===== src/rtl/core_pkg.sv =====
// Shared definitions for the instruction-fetch control slice.
//   if_state_e   : fetch controller state encoding
//   redir_kind_e : kind of a redirect request (branch or trap)
//   redir_t      : redirect kind + raw (unaligned) target address
//   align_word / is_misaligned : word-alignment helpers for redirect targets
package core_pkg;

  typedef enum logic [1:0] {
    ST_IDLE  = 2'd0,
    ST_FETCH = 2'd1,
    ST_MISS  = 2'd2,
    ST_PEND  = 2'd3
  } if_state_e;

  typedef enum logic {
    RK_BRANCH = 1'b0,
    RK_TRAP   = 1'b1
  } redir_kind_e;

  typedef struct packed {
    redir_kind_e kind;
    logic [31:0] addr;
  } redir_t;

  function automatic logic [31:0] align_word(input logic [31:0] a);
    return {a[31:2], 2'b00};
  endfunction

  function automatic logic is_misaligned(input logic [31:0] a);
    return |a[1:0];
  endfunction

endpackage


===== src/rtl/core_if_ctrl_if.sv =====
// Handshake bundle between the fetch controller and its neighbours
// (L1I, decode, execute, trap unit).
//   slave  : fetch controller side (receives requests, drives IF strobes)
//   master : environment side (drives requests, observes IF strobes)
interface core_if_ctrl_if;
  logic        l1i_ack;
  logic        dec_stall;
  logic        ex_br_val;
  logic [31:0] ex_br_addr;
  logic        trap_val;
  logic [31:0] trap_addr;
  logic        if_enb;
  logic        if_kill;
  logic        if_mux_trn_s;
  logic [31:0] if_addr_mux_trn;
  logic        if_misalign;

  modport master (
    output l1i_ack, dec_stall, ex_br_val, ex_br_addr, trap_val, trap_addr,
    input  if_enb, if_kill, if_mux_trn_s, if_addr_mux_trn, if_misalign
  );

  modport slave (
    input  l1i_ack, dec_stall, ex_br_val, ex_br_addr, trap_val, trap_addr,
    output if_enb, if_kill, if_mux_trn_s, if_addr_mux_trn, if_misalign
  );
endinterface


===== src/rtl/core_if_redir_sel.sv =====
// Combinational redirect selection.
//   trap_val/trap_addr, ex_br_val/ex_br_addr : incoming redirect requests
//   use_pend   : controller is in PEND, apply the (merged) pending redirect
//   pend_i     : current pending redirect register
//   new_val_o  : some redirect requested this cycle
//   new_o      : requested redirect after trap-over-branch priority
//   merged_o   : pending register after folding in this cycle's request
//   app_addr_o : word-aligned address of the redirect being applied
//   app_mis_o  : applied redirect address had non-zero low bits
module core_if_redir_sel
  import core_pkg::*;
(
  input  logic        trap_val,
  input  logic [31:0] trap_addr,
  input  logic        ex_br_val,
  input  logic [31:0] ex_br_addr,
  input  logic        use_pend,
  input  redir_t      pend_i,
  output logic        new_val_o,
  output redir_t      new_o,
  output redir_t      merged_o,
  output logic [31:0] app_addr_o,
  output logic        app_mis_o
);

  redir_t app;

  always_comb begin
    new_val_o  = trap_val | ex_br_val;
    new_o.kind = trap_val ? RK_TRAP : RK_BRANCH;
    new_o.addr = trap_val ? trap_addr : ex_br_addr;

    // A trap always replaces the pending entry; a branch may only replace
    // another branch, never a pending trap.
    merged_o = pend_i;
    if (new_val_o && ((new_o.kind == RK_TRAP) || (pend_i.kind == RK_BRANCH))) begin
      merged_o = new_o;
    end

    app        = use_pend ? merged_o : new_o;
    app_addr_o = align_word(app.addr);
    app_mis_o  = is_misaligned(app.addr);
  end

endmodule


===== src/rtl/core_if_ctrl.sv =====
// Instruction-fetch control: sequences PC advance, IF/DEC load and kill, and
// applies branch/trap redirects, deferring a redirect that arrives during an
// L1I miss until the outstanding word returns.
//   clk, rst_n      : core clock, asynchronous active-low reset
//   bus (slave)     : L1I ack, decode stall, branch/trap requests in;
//                     if_enb, if_kill, if_mux_trn_s, if_addr_mux_trn,
//                     if_misalign out (all combinational)
//   fetch_stall_cnt : saturating count of FETCH/MISS/PEND cycles without if_enb
`ifndef PC_START
`define PC_START 32'h0000_0000
`endif

module core_if_ctrl
  import core_pkg::*;
#(
  parameter int unsigned STALL_CNT_W = 16,
  parameter logic [31:0] PC_START    = `PC_START
)
(
  input  logic                   clk,
  input  logic                   rst_n,
  core_if_ctrl_if.slave          bus,
  output logic [STALL_CNT_W-1:0] fetch_stall_cnt
);

  // Reset PC is consumed by the PC register elsewhere; only sanity-checked here.
  if (PC_START[1:0] != 2'b00) begin : g_bad_pc_start
    $error("PC_START must be word aligned");
  end

  if_state_e              state_q, state_d;
  redir_t                 pend_q, pend_d;
  logic [STALL_CNT_W-1:0] cnt_q, cnt_d;

  logic        new_val;
  redir_t      new_redir;
  redir_t      merged;
  logic [31:0] app_addr;
  logic        app_mis;

  logic        if_enb, if_kill, if_mux_trn_s, if_misalign;
  logic        take_word;

  core_if_redir_sel u_redir_sel (
    .trap_val   (bus.trap_val),
    .trap_addr  (bus.trap_addr),
    .ex_br_val  (bus.ex_br_val),
    .ex_br_addr (bus.ex_br_addr),
    .use_pend   (state_q == ST_PEND),
    .pend_i     (pend_q),
    .new_val_o  (new_val),
    .new_o      (new_redir),
    .merged_o   (merged),
    .app_addr_o (app_addr),
    .app_mis_o  (app_mis)
  );

  assign take_word = bus.l1i_ack & ~bus.dec_stall;

  // State register, pending register and stall counter.
  always_ff @(posedge clk or negedge rst_n) begin
    if (!rst_n) begin
      state_q <= ST_IDLE;
      pend_q  <= '0;
      cnt_q   <= '0;
    end else begin
      state_q <= state_d;
      pend_q  <= pend_d;
      cnt_q   <= cnt_d;
    end
  end

  // Next-state and pending-register update.
  always_comb begin
    state_d = state_q;
    pend_d  = pend_q;
    unique case (state_q)
      ST_IDLE: state_d = ST_FETCH;
      ST_FETCH: begin
        // A redirect in FETCH is applied immediately, so the state is kept.
        if (!new_val && !bus.l1i_ack) state_d = ST_MISS;
      end
      ST_MISS: begin
        if (new_val) begin
          pend_d  = new_redir;
          state_d = ST_PEND;
        end else if (bus.l1i_ack) begin
          state_d = ST_FETCH;
        end
      end
      ST_PEND: begin
        pend_d = merged;
        if (bus.l1i_ack) begin
          pend_d  = '0;
          state_d = ST_FETCH;
        end
      end
      default: state_d = ST_IDLE;
    endcase
  end

  // Output strobes.
  always_comb begin
    if_enb       = 1'b0;
    if_kill      = 1'b0;
    if_mux_trn_s = 1'b0;
    if_misalign  = 1'b0;
    unique case (state_q)
      ST_FETCH: begin
        if (new_val) begin
          if_enb       = 1'b1;
          if_kill      = 1'b1;
          if_mux_trn_s = 1'b1;
          if_misalign  = app_mis;
        end else begin
          if_enb = take_word;
        end
      end
      ST_MISS: begin
        if (!new_val) if_enb = take_word;
      end
      ST_PEND: begin
        // The returning word belongs to the old stream and is discarded.
        if (bus.l1i_ack) begin
          if_enb       = 1'b1;
          if_kill      = 1'b1;
          if_mux_trn_s = 1'b1;
          if_misalign  = app_mis;
        end
      end
      default: ;
    endcase
  end

  always_comb begin
    cnt_d = cnt_q;
    if ((state_q != ST_IDLE) && !if_enb && (cnt_q != '1)) begin
      cnt_d = cnt_q + STALL_CNT_W'(1);
    end
  end

  assign bus.if_enb          = if_enb;
  assign bus.if_kill         = if_kill;
  assign bus.if_mux_trn_s    = if_mux_trn_s;
  assign bus.if_addr_mux_trn = if_mux_trn_s ? app_addr : '0;
  assign bus.if_misalign     = if_misalign;
  assign fetch_stall_cnt     = cnt_q;

endmodule


===== src/flat_wrapper.sv =====
// flat-port wrapper written by rule: the top's interface ports become plain ports
module core_if_ctrl_flat import core_pkg::*;
#(
  parameter int unsigned STALL_CNT_W = 16,
  parameter logic [31:0] PC_START    = `PC_START
)
  (clk, rst_n, fetch_stall_cnt, bus_l1i_ack, bus_dec_stall, bus_ex_br_val, bus_ex_br_addr, bus_trap_val, bus_trap_addr, bus_if_enb, bus_if_kill, bus_if_mux_trn_s, bus_if_addr_mux_trn, bus_if_misalign);
  core_if_ctrl_if bus_i ();
  input  logic clk;
  input  logic rst_n;
  output logic [STALL_CNT_W-1:0] fetch_stall_cnt;
  input wire logic [$bits(bus_i.l1i_ack)-1:0] bus_l1i_ack;
  input wire logic [$bits(bus_i.dec_stall)-1:0] bus_dec_stall;
  input wire logic [$bits(bus_i.ex_br_val)-1:0] bus_ex_br_val;
  input wire logic [$bits(bus_i.ex_br_addr)-1:0] bus_ex_br_addr;
  input wire logic [$bits(bus_i.trap_val)-1:0] bus_trap_val;
  input wire logic [$bits(bus_i.trap_addr)-1:0] bus_trap_addr;
  output wire logic [$bits(bus_i.if_enb)-1:0] bus_if_enb;
  output wire logic [$bits(bus_i.if_kill)-1:0] bus_if_kill;
  output wire logic [$bits(bus_i.if_mux_trn_s)-1:0] bus_if_mux_trn_s;
  output wire logic [$bits(bus_i.if_addr_mux_trn)-1:0] bus_if_addr_mux_trn;
  output wire logic [$bits(bus_i.if_misalign)-1:0] bus_if_misalign;
  assign bus_i.l1i_ack = bus_l1i_ack;
  assign bus_i.dec_stall = bus_dec_stall;
  assign bus_i.ex_br_val = bus_ex_br_val;
  assign bus_i.ex_br_addr = bus_ex_br_addr;
  assign bus_i.trap_val = bus_trap_val;
  assign bus_i.trap_addr = bus_trap_addr;
  assign bus_if_enb = bus_i.if_enb;
  assign bus_if_kill = bus_i.if_kill;
  assign bus_if_mux_trn_s = bus_i.if_mux_trn_s;
  assign bus_if_addr_mux_trn = bus_i.if_addr_mux_trn;
  assign bus_if_misalign = bus_i.if_misalign;
  core_if_ctrl #(.STALL_CNT_W(STALL_CNT_W), .PC_START(PC_START)) u_core (.clk(clk), .rst_n(rst_n), .bus(bus_i), .fetch_stall_cnt(fetch_stall_cnt));
endmodule

===== config.mk =====
export PLATFORM = sky130hd
export DESIGN_NAME = core_if_ctrl_flat
export DESIGN_NICKNAME = d
export VERILOG_FILES = /design/src/rtl/core_pkg.sv /design/src/rtl/core_if_ctrl_if.sv /design/src/rtl/core_if_redir_sel.sv /design/src/rtl/core_if_ctrl.sv /design/src/flat_wrapper.sv
export SDC_FILE = /design/constraint.sdc
export NUM_CORES = 1
export LEC_CHECK = 0
export CAP_MARGIN = 15
export CORE_MARGIN = 8
export CORE_UTILIZATION = 47
export DETAILED_ROUTE_END_ITERATION = 10
export PLACE_DENSITY = 0.89
export SETUP_SLACK_MARGIN = 0.4
export SLEW_MARGIN = 20
export SYNTH_ARGS = -nofsm -noshare
export SYNTH_HDL_FRONTEND = slang
export SYNTH_SLANG_ARGS = --single-unit

===== constraint.sdc =====
create_clock -name clk -period 3 [get_ports clk]
set_clock_uncertainty 0.15 [all_clocks]
set_input_delay 0.6 -clock clk [delete_from_list [all_inputs] [get_ports clk]]
set_output_delay 0.6 -clock clk [all_outputs]
set_load 0.01 [all_outputs]

==> results.sh, run 1 <==
export IMPL_critical_path_slowest_cell="a211o_4"
export IMPL_path_clk_slew_ns=0.09
export IMPL_drv_slew=0
export IMPL_crit_arrival_ns=1.75
export IMPL_synthFlopType="dfrtp_1"
export IMPL_via_per_inst=5.50
export IMPL_crit_top_cell="buf_2"
export IMPL_place_congestion=0.765
export IMPL_setup_ws_ns=0.499
export IMPL_syn_area_sq_um=2920
export IMPL_clock_path_buffers=2
export IMPL_root_buffer="clkbuf_8"
export IMPL_ys_async_sr_fraction_pct=100
export IMPL_antenna_left=0
export IMPL_worst_slew_pin_slew_ns=0.668
export IMPL_pin_count=122
export IMPL_ys_seq_area_share_pct=43.6
export IMPL_synthesis_instances=328
export IMPL_endpoint_kind="output port"
export IMPL_synth_common_cells="51 x dfrtp_1, 49 x nand2_1, 39 x nor2_1"
export IMPL_cts_hold_buf=0
export IMPL_synth_top_area_share_pct=43.6
export IMPL_cts_tree="built"
export IMPL_syn_area_per_cell_sq_um=8.91
export IMPL_power_density_nw_per_um2=479
export IMPL_drive_gt1_share_pct=18.2
export IMPL_worst_hold_slack_ns=0.166
export IMPL_dp_hpwl_um=6680
export IMPL_cp_cell_sequence="buf_2 > a211o_4 > buf_4 > a211oi_1 > buf_2"
export IMPL_area_growth_pct=49.2
export IMPL_required_ns=2.25
export IMPL_drt_iter0_drc=85
export IMPL_wire_per_inst_um=17.0
export IMPL_relSlewSlack_pct=55.5
export IMPL_vias=2921
export IMPL_io_buffer_count=119
export IMPL_power_leakage_nw=2.07
export IMPL_route_detailed_drc=0
export IMPL_start_kind="input pin"
export IMPL_fin_crit_sh_pct=83.4
export IMPL_grt_setup_unrepaired="true"
export IMPL_row_count=28
export IMPL_swShare_pct=32.5
export IMPL_antenna_found_initial=0
export IMPL_max_cap_violations=0
export IMPL_die_h_um=94.9
export IMPL_diodes=0
export IMPL_ys_warn_count=0
export IMPL_synth_edf_count=0
export IMPL_hold_viol=0
export IMPL_drt_total_wl_um=9020
export IMPL_slowest_delay_ns=0.40
export IMPL_core_sq_um=5960
export IMPL_min_period_ns=2.50
export IMPL_synth_most_common_cell="dfrtp_1"
export IMPL_max_freq_mhz=400
export IMPL_insertion_delay_ns=0.30
export IMPL_hold_path_class="input pin to async pin"
export IMPL_post_dp_cell_area_sq_um=4300
export IMPL_ir_worst_vdd_mv=0.406
export IMPL_grt_first_pass_wirelength_um=14600
export IMPL_grt_max_degree=30
export IMPL_status="finished clean"
export IMPL_p_clk_share_pct=20.5
export IMPL_seq_power_share_pct=44.4
export IMPL_globalRouteTotalUtil_pct=20.3
export IMPL_grt_pass1_vias=3011
export IMPL_design_area_sq_um=4360
export IMPL_p_switching_mw=0.679
export IMPL_cp_max_fo=8
export IMPL_yosys_area_top_type="dfrtp_1"
export IMPL_die_area_sq_um=9000
export IMPL_r2r_slack_ns=0.67
export IMPL_htree_levels=2
export IMPL_grt_overflow=0
export IMPL_cts_made_buffers=5
export IMPL_preCtsSetupSlack_ns=-0.405
export IMPL_crit_type="input pin to output port"
export IMPL_dr_pass1_iters=4
export IMPL_fp_dieW_um=94.9
export IMPL_power_frac_comb_pct=35.1
export IMPL_intPower_mw=1.41
export IMPL_start_util_pct=49.1
export IMPL_setup_viol=0
export IMPL_synth_distinct_cells=36
export IMPL_yosys_top_cells_area="dfrtp_1 44%, mux2i_1 11%, a211oi_1 7.7%, nand2_1 6.3%, o21ai_0 6.0%"
export IMPL_cts_sinks=51
export IMPL_ys_seq_elements=51
export IMPL_final_nets=526
## repair_timing
item                       CTS  global route
pin swaps                    2             2
buffers inserted             1             0
hold endpoints to repair     0             0
setup endpoints to repair   34            32
gates cloned                 2             0
resized for setup          159             8
## power by group through the flow
| stage | clock network (mW) | registers [mW] | logic (mW) |
|---|---|---|---|
| detailed placement | 0 | 0.936 | 0.751 |
| finish | 0.430 | 0.928 | 0.734 |
| global route | 0.462 | 0.947 | 0.814 |
| global placement | 0 | 0.931 | 0.726 |
| floorplan | 0 | 0.934 | 0.334 |
| CTS | 0.436 | 0.926 | 0.738 |
## cells by family (layout without fill, tap and decap cells)
| kind of cell | Yosys count | count (layout) | share of synthesized area, % |
|---|---|---|---|
| and+or+nand+nor | 111 | 111 | 16.7 |
| other | 1 | 2 | 0.128 |
| xor gates and xnor gates | 16 | 16 | 4.79 |
| DFF | 51 | 51 | 43.6 |
| muxes | 32 | 32 | 11.0 |
| AOI/OAI and AO/OA | 83 | 83 | 18.0 |
| adders and majority gates | 1 | 1 | 0.428 |
| buffers and inverters | 33 | 160 | 5.35 |
## final cells by class
cell class              count  area [sq um]
well taps                  75          93.8
multi-input cells         245          1550
clock buffers               8           100
repair buffers            145          1320
flip-flops and latches     51          1280
fillers                   442          1590
inverters                   7          26.3
## metal layers
layer	GRT usage [%]	part of all wire, %
met1	24.1	41
met4	6.24	1.3
met3	5.87	7.7
met2	34.8	50
met5	0	0
## registers in the layout, indices dropped and copies added (netlist names)
| signal | cells |
|---|---|
| u_core.state_q | 2 |
| u_core.pend_q | 33 |
| u_core.fetch_stall_cnt | 16 |
## through the flow
| step | std cells | setup TNS (ns) | power [mW] | util [%] |
|---|---|---|---|---|
| floorplan | 329 | 0 | 1.27 | - |
| CTS | 531 | 0 | 2.10 | 72.9 |
| detailed placement | 520 | -9.88 | 1.69 | 72.2 |
| global placement | 520 | -8.42 | 1.66 | 72.2 |
| finish | 531 | 0 | 2.09 | 73.3 |
| global route | 531 | 0 | 2.22 | 73.3 |
## critical path: cells and delay by family
| family | cells | cell delay, ns |
|---|---|---|
| buffers and inverters | 3 | 0.50 |
| AOI/OAI and AO/OA | 2 | 0.63 |
## final timing paths
path	start	end	cells past startpoint
max	bus_ex_br_val	bus_if_addr_mux_trn[24]	5
min	rst_n	u_core.fetch_stall_cnt[5]	1
max reg2reg	u_core.fetch_stall_cnt[0]	u_core.fetch_stall_cnt[9]	6
min reg2reg	u_core.pend_q[30]	u_core.pend_q[30]	2
max in group asynchronous	rst_n	u_core.pend_q[8]	2
min in group clk	u_core.pend_q[30]	u_core.pend_q[30]	2
## cell usage in the layout, fill, tap and decap left out, types with 2 or more instances in the layout
master           Yosys  final
buf_12               0      5
buf_4                3     19
o21ai_2              0      2
a21oi_1              5      5
dfrtp_1             51     51
xnor2_1              8      8
a211oi_2             0      7
inv_1                7      7
buf_16               0      2
nor3_1               6      6
nand2_1             49     48
dlygate4sd2_1        0      3
clkdlybuf4s50_1      0     80
nand4_1              6      6
clkbuf_8             0      7
conb_1               1      2
buf_2               11     34
mux2i_1             32     32
xor2_1               8      8
nand3_1              5      5
o21ai_1              4      3
o21ai_0             35     34
a211oi_1            30     23
nor2_1              39     39
No activity file was read; power rests on OpenSTA's default activity.
==> inputs of run 2 (changes only) <==
- CORE_UTILIZATION: 47 -> 39
- PLACE_DENSITY: 0.89 -> 0.79
- clock period: 3 -> 2.1 ns (I/O delays scaled with it)
==> run 2 against run 1 <==
The run now ends with negative setup slack left. Via count increased by 16%. Sequential share of layout area decreased by 7.0 points. Critical path depth increased by 1. Non-clock buffer count increased by 77. Die area increased by 17%. Global-route usage increased by 0.52 points. Flip-flop and latch count unchanged. Sequential power increased by 48%. First-iteration DRC count increased by 66%. Combinational power increased by 130%. Utilization increased by 5.9 points. Clock-buffer cell count decreased by 2. Critical path type is now register to output port. Critical endpoint is now bus_if_addr_mux_trn[15].
==> results.sh, run 2 (synthesis gave the netlist of run 1 again) <==
export IMPL_status="complete, but fails checks"
export IMPL_violations="negative setup slack"
export IMPL_power_leakage_nw=2.74
export IMPL_largest_register_ff_count=33
export IMPL_vias=3399
export IMPL_fin_crit_sh_pct=113
export IMPL_r2r_start="u_core.state_q[0]"
export IMPL_dr_wl_met2_um=6470
export IMPL_final_cell_mix="64 x clkdlybuf4s50_1, 61 x buf_4, 48 x dfrtp_1, 39 x nand2_1, 33 x buf_2"
export IMPL_wire_per_inst_um=20.0
export IMPL_pin_count=122
export IMPL_drv_slew=0
export IMPL_grt_setup_unrepaired="true"
export IMPL_dp_hpwl_um=7300
export IMPL_core_sq_um=7250
export IMPL_ir_worst_vdd_mv=0.607
export IMPL_met3WireLength_um=1030
export IMPL_setup_viol=32
export IMPL_final_nets=604
export IMPL_insertion_delay_ns=0.31
export IMPL_drt_total_wl_um=12600
export IMPL_max_freq_mhz=420
export IMPL_required_ns=1.53
export IMPL_grt_pass1_vias=3485
export IMPL_start_util_pct=40.3
export IMPL_place_congestion=0.875
export IMPL_setup_ws_ns=-0.282
export IMPL_layout_commonest_cell="clkdlybuf4s50_1"
export IMPL_start_kind="register"
export IMPL_antenna_found_initial=0
export IMPL_drt_iter0_drc=141
export IMPL_fp_dieW_um=103
export IMPL_endpoint_kind="output port"
export IMPL_cp_max_fo=7
export IMPL_grt_first_pass_wirelength_um=17400
export IMPL_hold_path_class="register to register"
export IMPL_die_area_sq_um=10500
export IMPL_cts_sinks=51
export IMPL_grt_overflow=0
export IMPL_area_growth_pct=96.4
export IMPL_drive_gt1_share_pct=44.8
export IMPL_min_period_ns=2.38
export IMPL_power_density_nw_per_um2=633
export IMPL_crit_type="register to output port"
export IMPL_via_per_inst=5.37
export IMPL_hold_viol=0
export IMPL_cts_tree="built"
export IMPL_crit_arrival_ns=1.81
export IMPL_crit_start="u_core.pend_q[32]"
export IMPL_cts_made_buffers=5
export IMPL_dr_max_layer_used="met4"
export IMPL_row_count=31
export IMPL_globalRouteTotalUtil_pct=20.9
export IMPL_path_clk_slew_ns=0.10
export IMPL_dr_pass1_iters=4
export IMPL_wirelength_met1_um=4840
export IMPL_fin_util_pct=79.2
export IMPL_io_buffer_count=119
export IMPL_largest_register="u_core.pend_q"
export IMPL_htree_levels=2
export IMPL_hold_start="u_core.pend_q[27]"
export IMPL_clock_path_buffers=2
export IMPL_antenna_left=0
export IMPL_route_detailed_drc=0
export IMPL_diodes=0
export IMPL_die_h_um=103
export IMPL_root_buffer="clkbuf_8"
export IMPL_p_total_mw=3.63
export IMPL_max_cap_violations=0
export IMPL_grt_max_degree=36
## run 2: cell types whose count changed in the layout (fill, tap and decap cells not counted), sizes merged
cell / change
dlymetal6s2s: -1
dlygate4sd3: +1
clkdlybuf4s50: -16
clkdlybuf4s15: +2
bufbuf: +1
buf: +76
clkinvlp: +1
a211o: +1
clkinv: +1
dlygate4sd2: +12
## run 2: power by group
group,internal (mW),total (mW),switching (mW),leakage (nW)
logic,0.917,1.69,0.771,2.04
registers,1.18,1.37,0.186,0.656
clock network,0.234,0.579,0.345,0.0412
## run 2: critical path, cell delays in order (launching register included)
cell      delay (ns)
dfrtp_1         0.37
inv_2           0.05
a211o_4         0.39
buf_6           0.15
buf_16          0.13
a211oi_2        0.23
buf_2           0.18
## run 2: stage by stage
stage / TNS (ns) / cells / hold WS [ns] / worst slack (ns) / cell area, sq um
after floorplan: 0 / 329 / -0.0256 / 0.151 / 3270
after global placement: -39.12 / 569 / 0.217 / -0.862 / 4810
after detailed placement: -42.38 / 569 / 0.231 / -0.890 / 4810
after CTS: -5.85 / 614 / 0.341 / -0.272 / 5380
after global routing: -9.45 / 633 / 0.373 / -0.353 / 5740
final: -7.03 / 633 / 0.344 / -0.282 / 5740
## run 2: final timing paths
kind                                                   end  slack [ns]  cells past startpoint
worst max-delay path               bus_if_addr_mux_trn[15]       -0.28                      6
worst min-delay path                     u_core.pend_q[27]        0.34                      2
worst max register to register  u_core.fetch_stall_cnt[11]        0.06                      8
worst min register to register           u_core.pend_q[27]        0.34                      2
max in group asynchronous                 u_core.pend_q[0]        0.80                      3
min in group asynchronous       u_core.fetch_stall_cnt[15]        0.46                      2
## run 2: area by class of cell
class | instances | area (sq um)
clock inverters | 2 | 12.5
repair buffers | 222 | 2230
well taps | 99 | 124
multi-input cells | 246 | 2000
inverters | 7 | 26.3
fillers | 437 | 1510
flip-flops and latches | 51 | 1280
clock buffers | 6 | 72.6
## run 2: routing by layer
layer,up-vias,track usage (%)
li1,1568,-
met1,1668,23.9
met2,139,38.0
met3,24,4.73
met4,0,5.53
met5,-,0
## run 2: what timing repair did
item	CTS	global route
pin swaps	8	18
endpoints found under the setup margin	98	81
gates resized for setup	219	66
cloned	11	2
hold endpoints to repair	16	0
hold buffers	1	0
buffers inserted	25	17
==> inputs of run 3 (changes only) <==
==> constraint.sdc (replaced) <==
create_clock -name clk -period 2.1 [get_ports clk]
set_clock_uncertainty 0.15 [all_clocks]
set_input_delay 0.21 -clock clk [delete_from_list [all_inputs] [get_ports clk]]
set_output_delay 0.21 -clock clk [all_outputs]
set_load 0.01 [all_outputs]
==> run 3 against run 2 <==
The flow still finishes with violations (negative setup slack). Utilization shrank 0.41 points. Combinational power is essentially flat. Non-clock buffer count shrank 19. Via count grew 0.88%. Routed wire length grew 2.6%. Design area shrank 0.52%. Highest routed layer unchanged.
==> results.sh, run 3 (synthesis gave the netlist of run 1 again) <==
export IMPL_path_clk_slew_ns=0.09
export IMPL_fillers=416
export IMPL_antenna_left=0
export IMPL_die_h_um=103
export IMPL_fin_crit_sh_pct=108
export IMPL_hold_viol=0
export IMPL_dp_cells=554
export IMPL_grt_max_degree=25
export IMPL_via_per_inst=5.59
export IMPL_core_sq_um=7250
export IMPL_design_area_sq_um=5710
export IMPL_layoutNonFillerInstCount=613
export IMPL_place_congestion=0.873
export IMPL_grt_first_pass_wirelength_um=16800
export IMPL_max_cap_violations=0
export IMPL_diodes=0
export IMPL_setup_viol=42
export IMPL_row_count=31
export IMPL_drv_slew=0
export IMPL_io_buffer_count=119
export IMPL_crit_arrival_ns=1.91
export IMPL_max_freq_mhz=440
export IMPL_critical_path_slowest_cell="clkdlybuf4s15_1"
export IMPL_clock_path_buffers=2
export IMPL_fin_util_pct=78.8
export IMPL_slowest_delay_ns=0.44
export IMPL_cts_sinks=51
export IMPL_final_nets=584
export IMPL_pin_count=122
export IMPL_start_util_pct=40.3
export IMPL_setup_ws_ns=-0.175
export IMPL_cts_tree="built"
export IMPL_grt_overflow=0
export IMPL_vias=3429
export IMPL_root_buffer="clkbuf_8"
export IMPL_insertion_delay_ns=0.31
export IMPL_route_detailed_drc=0
export IMPL_largest_register="u_core.pend_q"
export IMPL_cpLargestDelayFamily="buffers and inverters"
export IMPL_die_area_sq_um=10500
export IMPL_ir_worst_vdd_mv=0.598
export IMPL_drt_iter0_drc=167
export IMPL_fp_dieW_um=103
export IMPL_cp_max_fo=7
export IMPL_drt_total_wl_um=13000
export IMPL_min_period_ns=2.27
export IMPL_status="complete, but fails checks"
export IMPL_grt_setup_unrepaired="true"
export IMPL_post_dp_cell_area_sq_um=4620
export IMPL_power_leakage_nw=2.72
export IMPL_crit_type="input pin to output port"
export IMPL_antenna_found_initial=0
export IMPL_htree_levels=2
export IMPL_layout_commonest_cell="clkdlybuf4s50_1"
export IMPL_violations="negative setup slack"
export IMPL_crit_buf_inv=4
export IMPL_required_ns=1.74
export IMPL_globalRouteTotalUtil_pct=19.9
export IMPL_drive_gt1_share_pct=51.8
export IMPL_area_growth_pct=95.4
export IMPL_worst_slew_pin_slew_ns=0.608
export IMPL_grt_pass1_vias=3347
export IMPL_start_kind="input pin"
export IMPL_power_density_nw_per_um2=646
export IMPL_relSlewSlack_pct=59.5
export IMPL_endpoint_kind="output port"
export IMPL_cp_cell_sequence="clkdlybuf4s15_1 > nor2_1 > o21ai_4 > nand2_2 > buf_6 > buf_4 > a211oi_2 > buf_2"
export IMPL_dr_pass1_iters=4
export IMPL_cts_made_buffers=5
export IMPL_final_cell_mix="74 x clkdlybuf4s50_1, 44 x dfrtp_1, 40 x buf_4, 33 x buf_2, 32 x mux2i_1"
export IMPL_largest_register_ff_count=33
export IMPL_dp_hpwl_um=7270
export IMPL_hold_path_class="input pin to register"
export IMPL_wire_per_inst_um=21.2
run 3: metal layers:
metal  vias up  share of wire [%]  global-route usage, %
met5         -                  0                      0
met4         0                4.8                   4.29
met3        50                6.6                   4.73
met2       170                 52                   35.8
met1      1684                 37                   23.2
li1       1525                  -                      -
run 3: final timing paths:
path	from	to	slack (ns)	depth (start not counted)
setup / recovery	bus_ex_br_val	bus_if_addr_mux_trn[20]	-0.17	8
hold / removal	bus_l1i_ack	u_core.pend_q[0]	0.13	3
setup reg to reg	u_core.pend_q[32]	u_core.pend_q[26]	-0.09	10
hold reg to reg	u_core.pend_q[9]	u_core.pend_q[9]	0.35	2
max in group asynchronous	rst_n	u_core.fetch_stall_cnt[12]	0.79	3
min in group asynchronous	rst_n	u_core.fetch_stall_cnt[5]	0.31	2
run 3: worst min-delay path, stage by stage:
cell            delay [ns]
dlymetal6s2s_1        0.14
buf_6                 0.15
o21ai_1               0.07
run 3: what timing repair did:
item,in CTS,in global routing
hold buffers,1,0
endpoints found under the hold margin,22,0
pin swaps,12,59
buffers inserted,16,25
setup endpoints to repair,85,92
gates resized for setup,235,117
cloned,4,5
run 3: through the flow:
step / TNS [ns] / hold slack, ns / setup slack [ns] / power (mW)
6_report: -2.64 / 0.132 / -0.175 / 3.69
5_1_grt: -5.22 / 0.153 / -0.167 / 3.86
4_1_cts: -0.0374 / 0.243 / -0.0192 / 3.23
3_5_place_dp: -18.03 / 0.0717 / -0.498 / 2.58
3_3_place_gp: -14.92 / 0.0630 / -0.423 / 2.53
2_1_floorplan: 0 / -0.236 / 0.410 / 1.94
run 3: final cells by class:
class	count	area, sq um	area share [%]
Clock buffer	7	76.3	1.34
Multi-Input combinational cell	245	2170	38.0
Tap cell	99	124	2.17
Clock inverter	1	5.00	0.0876
Inverter	7	31.3	0.548
Timing Repair Buffer	203	2020	35.4
Sequential cell	51	1280	22.5
run 3: power by group:
part,switching [mW],total (mW),leakage (nW),internal (mW)
Combinational,0.779,1.68,2.02,0.900
Sequential,0.246,1.43,0.650,1.18
Clock,0.348,0.583,0.0422,0.235
Total,1.37,3.69,2.72,2.32
